**src/rtl/dx_pkg.sv**
```systemverilog
// dx_pkg: shared decode constants for the RV32I decode/execute slice.
// Latency: n/a (types, constants and one helper function only).
// Backpressure: n/a.
package dx_pkg;

    // Major opcodes handled by the slice
    localparam logic [6:0] OPC_R      = 7'b0110011;
    localparam logic [6:0] OPC_IALU   = 7'b0010011;
    localparam logic [6:0] OPC_LOAD   = 7'b0000011;
    localparam logic [6:0] OPC_STORE  = 7'b0100011;
    localparam logic [6:0] OPC_BRANCH = 7'b1100011;
    localparam logic [6:0] OPC_LUI    = 7'b0110111;
    localparam logic [6:0] OPC_AUIPC  = 7'b0010111;
    localparam logic [6:0] OPC_JAL    = 7'b1101111;
    localparam logic [6:0] OPC_JALR   = 7'b1100111;

    // ALU operation codes (values are visible on ALUop_o)
    typedef enum logic [4:0] {
        ALU_ADD   = 5'd0,
        ALU_SUB   = 5'd1,
        ALU_SLL   = 5'd2,
        ALU_SLT   = 5'd3,
        ALU_SLTU  = 5'd4,
        ALU_XOR   = 5'd5,
        ALU_SRL   = 5'd6,
        ALU_SRA   = 5'd7,
        ALU_OR    = 5'd8,
        ALU_AND   = 5'd9,
        ALU_PASSB = 5'd10
    } alu_op_e;

    // Writeback source select
    localparam logic [1:0] WB_MEM = 2'd0;
    localparam logic [1:0] WB_ALU = 2'd1;
    localparam logic [1:0] WB_PC4 = 2'd2;

    // Branch funct3 codes
    localparam logic [2:0] F3_BEQ  = 3'b000;
    localparam logic [2:0] F3_BNE  = 3'b001;
    localparam logic [2:0] F3_BLT  = 3'b100;
    localparam logic [2:0] F3_BGE  = 3'b101;
    localparam logic [2:0] F3_BLTU = 3'b110;
    localparam logic [2:0] F3_BGEU = 3'b111;

    // ALU funct3 codes that need extra funct7 qualification, and word access
    localparam logic [2:0] F3_ADD  = 3'b000;
    localparam logic [2:0] F3_SLL  = 3'b001;
    localparam logic [2:0] F3_SR   = 3'b101;
    localparam logic [2:0] F3_WORD = 3'b010;

    localparam logic [6:0] F7_BASE = 7'b0000000;
    localparam logic [6:0] F7_ALT  = 7'b0100000;

    // Map an OP/OP-IMM funct3 (plus the funct7[5] alternate flag) to an ALU op
    function automatic alu_op_e arith_op(input logic [2:0] f3, input logic alt);
        alu_op_e op;
        case (f3)
            3'b000:  op = alt ? ALU_SUB : ALU_ADD;
            3'b001:  op = ALU_SLL;
            3'b010:  op = ALU_SLT;
            3'b011:  op = ALU_SLTU;
            3'b100:  op = ALU_XOR;
            3'b101:  op = alt ? ALU_SRA : ALU_SRL;
            3'b110:  op = ALU_OR;
            default: op = ALU_AND;
        endcase
        return op;
    endfunction

endpackage

```
**src/rtl/dx_alu.sv**
```systemverilog
// dx_alu: 32-bit RV32I integer ALU (add/sub/shifts/compares/logic/pass-B).
// Latency: zero, purely combinational.
// Backpressure: none.
module dx_alu
    import dx_pkg::*;
(
    input  logic [31:0] a_i,
    input  logic [31:0] b_i,
    input  alu_op_e     op_i,
    output logic [31:0] res_o
);

    logic [4:0] shamt;

    assign shamt = b_i[4:0];

    // Select the result for the requested operation; add/sub wrap naturally
    always_comb begin
        res_o = '0;
        case (op_i)
            ALU_ADD:   res_o = a_i + b_i;
            ALU_SUB:   res_o = a_i - b_i;
            ALU_SLL:   res_o = a_i << shamt;
            ALU_SLT:   res_o = {31'b0, ($signed(a_i) < $signed(b_i))};
            ALU_SLTU:  res_o = {31'b0, (a_i < b_i)};
            ALU_XOR:   res_o = a_i ^ b_i;
            ALU_SRL:   res_o = a_i >> shamt;
            ALU_SRA:   res_o = $unsigned($signed(a_i) >>> shamt);
            ALU_OR:    res_o = a_i | b_i;
            ALU_AND:   res_o = a_i & b_i;
            ALU_PASSB: res_o = b_i;
            default:   res_o = '0;
        endcase
    end

endmodule

```
**src/rtl/decode_exec_unit.sv**
```systemverilog
// decode_exec_unit: RV32I decode + branch compare + ALU execute slice; DX_REG_OUT_EN registers ALUOut/PCSel/RegWE/MemWE/WBSel.
// Latency: zero by default (1 cycle for the registered group with DX_REG_OUT_EN); illegal_o is sticky, set on the clk edge after decode.
// Backpressure: none; one instruction per cycle, all outputs forced to 0 while rst is low.
module decode_exec_unit
    import dx_pkg::*;
#(
    parameter int XLEN = 32
) (
    input  logic            clk,
    input  logic            rst,
    input  logic [31:0]     inst_i,
    input  logic [XLEN-1:0] pc_i,
    input  logic [XLEN-1:0] rs1_data,
    input  logic [XLEN-1:0] rs2_data,
    output logic            PCSel,
    output logic            RegWE,
    output logic            MemWE,
    output logic [1:0]      WBSel,
    output logic [XLEN-1:0] Imm,
    output logic [4:0]      rs1,
    output logic [4:0]      rs2,
    output logic [4:0]      rd,
    output logic            BrEq,
    output logic            BrLt,
    output logic [4:0]      ALUop_o,
    output logic [XLEN-1:0] ALUOut,
    output logic            illegal_o
);

    logic [6:0]  opcode;
    logic [2:0]  funct3;
    logic [6:0]  funct7;
    logic [31:0] imm_i, imm_s, imm_b, imm_u, imm_j;
    logic [31:0] imm_sel;
    logic        a_is_pc, b_is_imm, is_jalr, dec_illegal;
    alu_op_e     alu_op;
    logic        br_eq, br_lt;
    logic [31:0] alu_a, alu_b, alu_res;

    logic        pc_sel_d, reg_we_d, mem_we_d;
    logic [1:0]  wb_sel_d;
    logic [31:0] alu_out_d;
    logic        illegal_d, illegal_q;

    assign opcode = inst_i[6:0];
    assign funct3 = inst_i[14:12];
    assign funct7 = inst_i[31:25];

    assign imm_i = {{20{inst_i[31]}}, inst_i[31:20]};
    assign imm_s = {{20{inst_i[31]}}, inst_i[31:25], inst_i[11:7]};
    assign imm_b = {{19{inst_i[31]}}, inst_i[31], inst_i[7], inst_i[30:25], inst_i[11:8], 1'b0};
    assign imm_u = {inst_i[31:12], 12'b0};
    assign imm_j = {{11{inst_i[31]}}, inst_i[31], inst_i[19:12], inst_i[20], inst_i[30:21], 1'b0};

    // Branch comparator runs for every instruction; funct3[1] picks unsigned compare
    always_comb begin
        br_eq = (rs1_data == rs2_data);
        br_lt = funct3[1] ? (rs1_data < rs2_data)
                          : ($signed(rs1_data) < $signed(rs2_data));
    end

    // Main decoder: control enables, immediate format, operand selects, ALU op
    always_comb begin
        imm_sel     = '0;
        a_is_pc     = 1'b0;
        b_is_imm    = 1'b1;
        is_jalr     = 1'b0;
        dec_illegal = 1'b0;
        alu_op      = ALU_ADD;
        reg_we_d    = 1'b0;
        mem_we_d    = 1'b0;
        wb_sel_d    = WB_MEM;
        pc_sel_d    = 1'b0;
        case (opcode)
            OPC_R: begin
                b_is_imm = 1'b0;
                if (funct7 == F7_BASE ||
                    (funct7 == F7_ALT && (funct3 == F3_ADD || funct3 == F3_SR))) begin
                    alu_op   = arith_op(funct3, funct7[5]);
                    reg_we_d = 1'b1;
                    wb_sel_d = WB_ALU;
                end else begin
                    dec_illegal = 1'b1;
                end
            end
            OPC_IALU: begin
                imm_sel = imm_i;
                // Only the shift-immediates constrain the upper immediate bits
                if ((funct3 == F3_SLL && funct7 != F7_BASE) ||
                    (funct3 == F3_SR && funct7 != F7_BASE && funct7 != F7_ALT)) begin
                    dec_illegal = 1'b1;
                end else begin
                    alu_op   = arith_op(funct3, (funct3 == F3_SR) && funct7[5]);
                    reg_we_d = 1'b1;
                    wb_sel_d = WB_ALU;
                end
            end
            OPC_LOAD: begin
                imm_sel = imm_i;
                if (funct3 == F3_WORD) begin
                    reg_we_d = 1'b1;
                    wb_sel_d = WB_MEM;
                end else begin
                    dec_illegal = 1'b1;
                end
            end
            OPC_STORE: begin
                imm_sel = imm_s;
                if (funct3 == F3_WORD) begin
                    mem_we_d = 1'b1;
                end else begin
                    dec_illegal = 1'b1;
                end
            end
            OPC_BRANCH: begin
                imm_sel = imm_b;
                a_is_pc = 1'b1;
                case (funct3)
                    F3_BEQ:           pc_sel_d = br_eq;
                    F3_BNE:           pc_sel_d = !br_eq;
                    F3_BLT, F3_BLTU:  pc_sel_d = br_lt;
                    F3_BGE, F3_BGEU:  pc_sel_d = !br_lt;
                    default:          dec_illegal = 1'b1;
                endcase
            end
            OPC_LUI: begin
                imm_sel  = imm_u;
                alu_op   = ALU_PASSB;
                reg_we_d = 1'b1;
                wb_sel_d = WB_ALU;
            end
            OPC_AUIPC: begin
                imm_sel  = imm_u;
                a_is_pc  = 1'b1;
                reg_we_d = 1'b1;
                wb_sel_d = WB_ALU;
            end
            OPC_JAL: begin
                imm_sel  = imm_j;
                a_is_pc  = 1'b1;
                pc_sel_d = 1'b1;
                reg_we_d = 1'b1;
                wb_sel_d = WB_PC4;
            end
            OPC_JALR: begin
                imm_sel = imm_i;
                if (funct3 == F3_ADD) begin
                    is_jalr  = 1'b1;
                    pc_sel_d = 1'b1;
                    reg_we_d = 1'b1;
                    wb_sel_d = WB_PC4;
                end else begin
                    dec_illegal = 1'b1;
                end
            end
            default: dec_illegal = 1'b1;
        endcase
        // An illegal instruction must never redirect the PC or write state
        if (dec_illegal) begin
            pc_sel_d = 1'b0;
            reg_we_d = 1'b0;
            mem_we_d = 1'b0;
            wb_sel_d = WB_MEM;
            alu_op   = ALU_ADD;
        end
    end

    // Operand muxes and jalr target alignment
    always_comb begin
        alu_a     = a_is_pc ? pc_i : rs1_data;
        alu_b     = b_is_imm ? imm_sel : rs2_data;
        alu_out_d = is_jalr ? {alu_res[31:1], 1'b0} : alu_res;
    end

    dx_alu u_alu (
        .a_i   (alu_a),
        .b_i   (alu_b),
        .op_i  (alu_op),
        .res_o (alu_res)
    );

    // Sticky illegal flag accumulates every illegal decode seen at a clock edge
    always_comb begin
        illegal_d = illegal_q | dec_illegal;
    end

    // Sticky illegal flag register, cleared only by reset
    always_ff @(posedge clk or negedge rst) begin
        if (!rst) begin
            illegal_q <= 1'b0;
        end else begin
            illegal_q <= illegal_d;
        end
    end

    assign illegal_o = illegal_q;

    // Outputs that are always combinational, held at 0 during reset
    assign Imm     = rst ? imm_sel       : '0;
    assign rs1     = rst ? inst_i[19:15] : '0;
    assign rs2     = rst ? inst_i[24:20] : '0;
    assign rd      = rst ? inst_i[11:7]  : '0;
    assign BrEq    = rst & br_eq;
    assign BrLt    = rst & br_lt;
    assign ALUop_o = rst ? alu_op        : ALU_ADD;

`ifdef DX_REG_OUT_EN
    logic        pc_sel_q, reg_we_q, mem_we_q;
    logic [1:0]  wb_sel_q;
    logic [31:0] alu_out_q;

    // Output register stage for the execute result and control enables
    always_ff @(posedge clk or negedge rst) begin
        if (!rst) begin
            pc_sel_q  <= 1'b0;
            reg_we_q  <= 1'b0;
            mem_we_q  <= 1'b0;
            wb_sel_q  <= WB_MEM;
            alu_out_q <= '0;
        end else begin
            pc_sel_q  <= pc_sel_d;
            reg_we_q  <= reg_we_d;
            mem_we_q  <= mem_we_d;
            wb_sel_q  <= wb_sel_d;
            alu_out_q <= alu_out_d;
        end
    end

    assign PCSel  = pc_sel_q;
    assign RegWE  = reg_we_q;
    assign MemWE  = mem_we_q;
    assign WBSel  = wb_sel_q;
    assign ALUOut = alu_out_q;
`else
    assign PCSel  = rst & pc_sel_d;
    assign RegWE  = rst & reg_we_d;
    assign MemWE  = rst & mem_we_d;
    assign WBSel  = rst ? wb_sel_d  : WB_MEM;
    assign ALUOut = rst ? alu_out_d : '0;
`endif

endmodule

```
**config.mk**
```make
export PLATFORM = sky130hd
export DESIGN_NAME = decode_exec_unit
export DESIGN_NICKNAME = d
export VERILOG_FILES = /design/src/rtl/dx_pkg.sv /design/src/rtl/dx_alu.sv /design/src/rtl/decode_exec_unit.sv
export SDC_FILE = /design/constraint.sdc
export NUM_CORES = 1
export LEC_CHECK = 0
export ABC_AREA = 1
export CAP_MARGIN = 15
export CORE_ASPECT_RATIO = 1.4
export CORE_MARGIN = 10
export CORE_UTILIZATION = 37
export DETAILED_ROUTE_END_ITERATION = 10
export GPL_TIMING_DRIVEN = 0
export PLACE_DENSITY = 0.6
export RECOVER_POWER = 100
export SLEW_MARGIN = 40
export SYNTH_ARGS = -nofsm -noshare
export SYNTH_HDL_FRONTEND = slang
export SYNTH_SLANG_ARGS = --single-unit
```
**constraint.sdc**
```tcl
create_clock -name clk -period 22.8 [get_ports clk]
set_input_delay 6.84 -clock clk [delete_from_list [all_inputs] [get_ports clk]]
set_output_delay 6.84 -clock clk [all_outputs]
set_load 0.1 [all_outputs]
```
==> results of run 1 <==
[worst paths after layout]
check | start | endpoint | slack, ps | depth (start not counted)
min in group asynchronous | rst | illegal_o | 7100 | 1
max | inst_i[4] | ALUOut[20] | 1420 | 28
max in group asynchronous | rst | illegal_o | 15570 | 1
min | illegal_o | illegal_o | 480 | 2
max reg2reg | illegal_o | illegal_o | 22180 | 2
min reg2reg | illegal_o | illegal_o | 480 | 2
[logic make-up after synthesis]
family / share of synthesized area (%)
and+or+nand+nor: 52.4
buffers and inverters: 15.4
AOI/OAI and AO/OA: 17.6
adders and majority gates: 12.6
xor gates and xnor gates: 1.86
DFF: 0.190
other: 0.0285
[metrics by stage]
stage / area (sq um) / instances / hold WS, ps / setup slack (ps)
after floorplan: 13200 / 2621 / 954 / 4490
after global placement: 15900 / 3295 / 456 / 2120
after detailed placement: 15500 / 3295 / 457 / 2830
after CTS: 15500 / 3295 / 465 / 2810
after global routing: 15400 / 3295 / 482 / 1250
final: 15400 / 3296 / 482 / 1420
[routing by layer]
metal  part of all wire (%)  wire length [um]  up-vias
li1                       -                 -     8998
met3                     10             10100      519
met5                  0.044                43        -
met1                     33             32000     9298
met2                     45             43500     1532
met4                     12             11500        6
[worst reg2reg max path, stage by stage, from the launching register on]
cell and delay, ps:
dfrtp_1 370, inv_1 60, nand2_1 50
[layout make-up]
| type | count | area (sq um) | share of cell area [%] |
|---|---|---|---|
| Antenna cell | 1 | 2.50 | 0.0162 |
| Buffer | 109 | 544 | 3.53 |
| Inverter | 392 | 1480 | 9.57 |
| Multi-Input combinational cell | 2119 | 11200 | 72.4 |
| Sequential cell | 1 | 25.0 | 0.162 |
| Tap cell | 456 | 571 | 3.70 |
| Timing Repair Buffer | 218 | 1630 | 10.6 |
[placed cells by master, fill, tap and decap left out, types with 6 or more instances in the layout]
cell	count
buf_2	45
clkbuf_1	127
xor2_1	27
ha_1	129
a21oi_1	157
nand3_1	397
inv_2	19
buf_4	11
a31oi_1	8
o211ai_1	34
or2_2	24
nand2_1	719
nor3_1	26
o21bai_1	11
nor2_2	7
o21ai_0	85
o221ai_1	8
nor2_4	7
a21o_1	8
buf_1	8
nand3_2	9
nand4_1	46
clkdlybuf4s50_1	126
nor2_1	276
o22ai_1	26
a21boi_0	7
nand2_2	19
buf_6	7
o21a_1	9
inv_1	369
nand3b_1	6
and2_1	7
o21ai_2	13
o21ai_1	16
==> results_dict.tcl, run 1 <==
set metrics [dict create \
    synth.distinct_cells 57 \
    fin_util_pct 43.9 \
    grt_use_met1_pct 42.7 \
    portBuffers 218 \
    gp_congestion 1.14 \
    critPathCaptureType "primary output" \
    postSynthAreaPerCell_sq_um 5.02 \
    clock_skew_ps 0 \
    grt_usage_pct 41.1 \
    required_ps 15960 \
    grt_pass1_vias 19077 \
    dpl.hpwl_mm 80.5 \
    synth_seq_cells 1 \
    synth_top_area_share_pct 20.5 \
    start_util_pct 37.5 \
    cts_resized 0 \
    antenna_found_initial 4 \
    worst_pin_slew_ps 1330 \
    status "complete, no violations" \
    critPathSlowestCell "clkbuf_1" \
    postSynthCellCount 2621 \
    rsz0062_at_grt "no" \
    yosysWarnings 0 \
    crit_fanout 11 \
    ant_nets 0 \
    grt_busiest_layer "met2" \
    setup_violations 0 \
    wl_per_cell_um 29.5 \
    die_area_sq_um 43600 \
    rows 81 \
    crit_buf_inv 8 \
    cp-start-kind "input pin" \
    drt-total-wl_mm 97.1 \
    synth_common_cells "nand2_1, nand3_1, inv_1" \
    slew_violations 0 \
    clk-insertion-delay-late_ps 0 \
    arrival_ps 14540 \
    via_per_inst 6.18 \
    synthFlopType "dfrtp_1" \
    num_vias 20353 \
    cp_top_family "buffers and inverters" \
    finalCritPeriodShare_pct 93.8 \
    postCtsSetupBuffers 0 \
    grt_max_degree 13 \
    fillers 4159 \
    syn_area_sq_um 13200 \
    synth_nets 2882 \
    area_delta_synth_final_pct 17.1 \
    synthArstFlopShare_pct 100 \
    grt_pass1_wl_mm 134 \
    layout.nets 3102 \
    holdBufCountCts 0 \
    use_met3_pct 8.99 \
    tns_ps 0 \
    synth_top_cells_by_area "nand2_1, nand3_1, ha_1" \
    cap_violations 0 \
    grt_use_met2_pct 67.3 \
    ioPinCount 222 \
    slew_headroom_pct 10.3 \
    fmax_mhz 46.8 \
    path_clk_slew_ps 0 \
    yosysTopAreaCell "nand2_1" \
    die_y_um 243 \
    seq_area_frac_synth_pct 0.190 \
    drt_iter0_drc 2951 \
    min_period_ps 21380 \
    gr-total-overflow 0 \
    dieWidth_um 179 \
    hold_violations 0 \
    synth_edf_count 0 \
    final_layout_size_suffix_gt1_share_pct 6.34 \
    route.detailed.drc 0 \
    core-area_sq_um 35100 \
    slowest_delay_ps 910 \
    largest_reg_flops 1 \
    hold_class "flip-flop to flip-flop" \
    yosysMostFrequentCell "nand2_1" \
    dr.pass1.iters 8 \
    path_class "input pin to primary output" \
]
==> inputs of run 2 (changes only) <==
--- a/config.mk
+++ b/config.mk
@@ -8,7 +8,6 @@
 export ABC_AREA = 1
 export CAP_MARGIN = 15
 export CORE_ASPECT_RATIO = 1.4
-export CORE_MARGIN = 10
 export CORE_UTILIZATION = 37
 export DETAILED_ROUTE_END_ITERATION = 10
 export GPL_TIMING_DRIVEN = 0
==> run 2 against run 1 <==
First-iteration DRC count is 3.0% higher. Hold slack better by 3.1 ps. Flip-flop and latch count unchanged. Global-route usage up 11 points. Maximum frequency about the same. Sequential share of layout area barely moved. Critical path type unchanged. Critical endpoint is now ALUOut[12].
==> results_dict.tcl, run 2 (same netlist as run 1, synthesis figures left out) <==
set metrics [dict create \
    slowest_delay_ps 920 \
    cap_violations 0 \
    grt_pass1_wl_mm 133 \
    die_y_um 225 \
    gr-total-overflow 0 \
    rows 81 \
    grt_pass1_vias 19134 \
    start_util_pct 37.6 \
    grt_max_degree 13 \
    dpl_worst_slack_ps 2800 \
    cp-start-kind "input pin" \
    final_cell_mix "nand2_1, nand3_1, inv_1" \
    critPathSlowestCell "clkbuf_1" \
    via_per_inst 6.28 \
    path_clk_slew_ps 0 \
    area_delta_synth_final_pct 17.4 \
    rsz0062_at_grt "no" \
    antenna_found_initial 7 \
    critPathCaptureType "primary output" \
    layout_commonest_cell "nand2_1" \
    cts_resized 0 \
    min_period_ps 21400 \
    path_class "input pin to primary output" \
    drt_iter0_drc 3039 \
    holdBufCountCts 0 \
    ant_nets 0 \
    r2r_end "illegal_o" \
    hold_violations 0 \
    timing.rr.start "illegal_o" \
    final_layout_size_suffix_gt1_share_pct 6.41 \
    tns_ps 0 \
    die_area_sq_um 36300 \
    gp_congestion 1.14 \
    clock_skew_ps 0 \
    largest_reg_flops 1 \
    rrSetupSlack_ps 22170 \
    num_vias 20731 \
    cp-endpoint "ALUOut[12]" \
    route.detailed.drc 0 \
    hold_class "flip-flop to flip-flop" \
    required_ps 15960 \
    status "complete, no violations" \
    fillers 4133 \
    ioPinCount 222 \
    crit_start "inst_i[6]" \
    slew_violations 0 \
    portBuffers 218 \
    reg2regPathDepth 2 \
    grt_usage_pct 51.7 \
    clk-insertion-delay-late_ps 0 \
    finalCritPeriodShare_pct 93.8 \
    dieWidth_um 161 \
    slew_headroom_pct 3.25 \
    layout.nets 3102 \
    worst_pin_slew_ps 1440 \
    postCtsSetupBuffers 0 \
    drt-total-wl_mm 97.0 \
    fmax_mhz 46.7 \
    holdWs_ps 485 \
    wl_per_cell_um 29.4 \
    min-delay-start "illegal_o" \
    core-area_sq_um 35000 \
    setup_violations 0 \
    arrival_ps 14560 \
    crit_top_cell "nand2_1" \
    finalWorstSetupSlack_ps 1400 \
    dr.pass1.iters 7 \
    crit_fanout 11 \
    dpl.hpwl_mm 78.7 \
]
==> run 2: cell types whose count changed in the layout (fill, tap and decap cells not counted), moves of 2 or more <==
cell / delta
a21oi_2: +4
diode_2: +7
o21ai_1: -4
o21ai_2: +2
buf_2: -4
a21oi_1: -4
clkbuf_1: +4
==> run 2: worst min-delay path by stage <==
| stage | endpoint | cells after the start |
|---|---|---|
| after floorplan | illegal_o | 2 |
| after global placement | illegal_o | 2 |
| after detailed placement | illegal_o | 2 |
| after CTS | illegal_o | 2 |
| after global routing | illegal_o | 2 |
| final | illegal_o | 2 |
==> run 2: stage by stage <==
stage	std cells	cell area (sq um)	utilization (%)
floorplan	2621	13200	-
global placement	3295	15900	45.5
detailed placement	3295	15500	44.4
CTS	3295	15500	44.4
global route	3298	15400	44.2
finish	3303	15500	44.2
==> run 2: area by class of cell <==
cell class / instances / area (sq um) / area share (%)
well taps: 456 / 571 / 3.69
plain buffers: 109 / 547 / 3.54
diodes: 8 / 20.0 / 0.130
inverters: 392 / 1480 / 9.54
flip-flops and latches: 1 / 25.0 / 0.162
repair buffers: 218 / 1630 / 10.5
multi-input cells: 2119 / 11200 / 72.4
==> run 2: worst max-delay path, delay by kind of cell <==
| family | cells | cell delay (ps) |
|---|---|---|
| compound gates | 5 | 2060 |
| xor+xnor | 1 | 120 |
| fa+ha+maj | 1 | 450 |
| buf+inv | 8 | 3360 |
| simple gates | 11 | 1690 |
==> run 2: routing by layer <==
metal	global-route usage, %	part of all wire [%]
met1	54.0	33
met4	51.6	12
met2	80.0	43
met5	2.89	0.20
met3	16.9	12
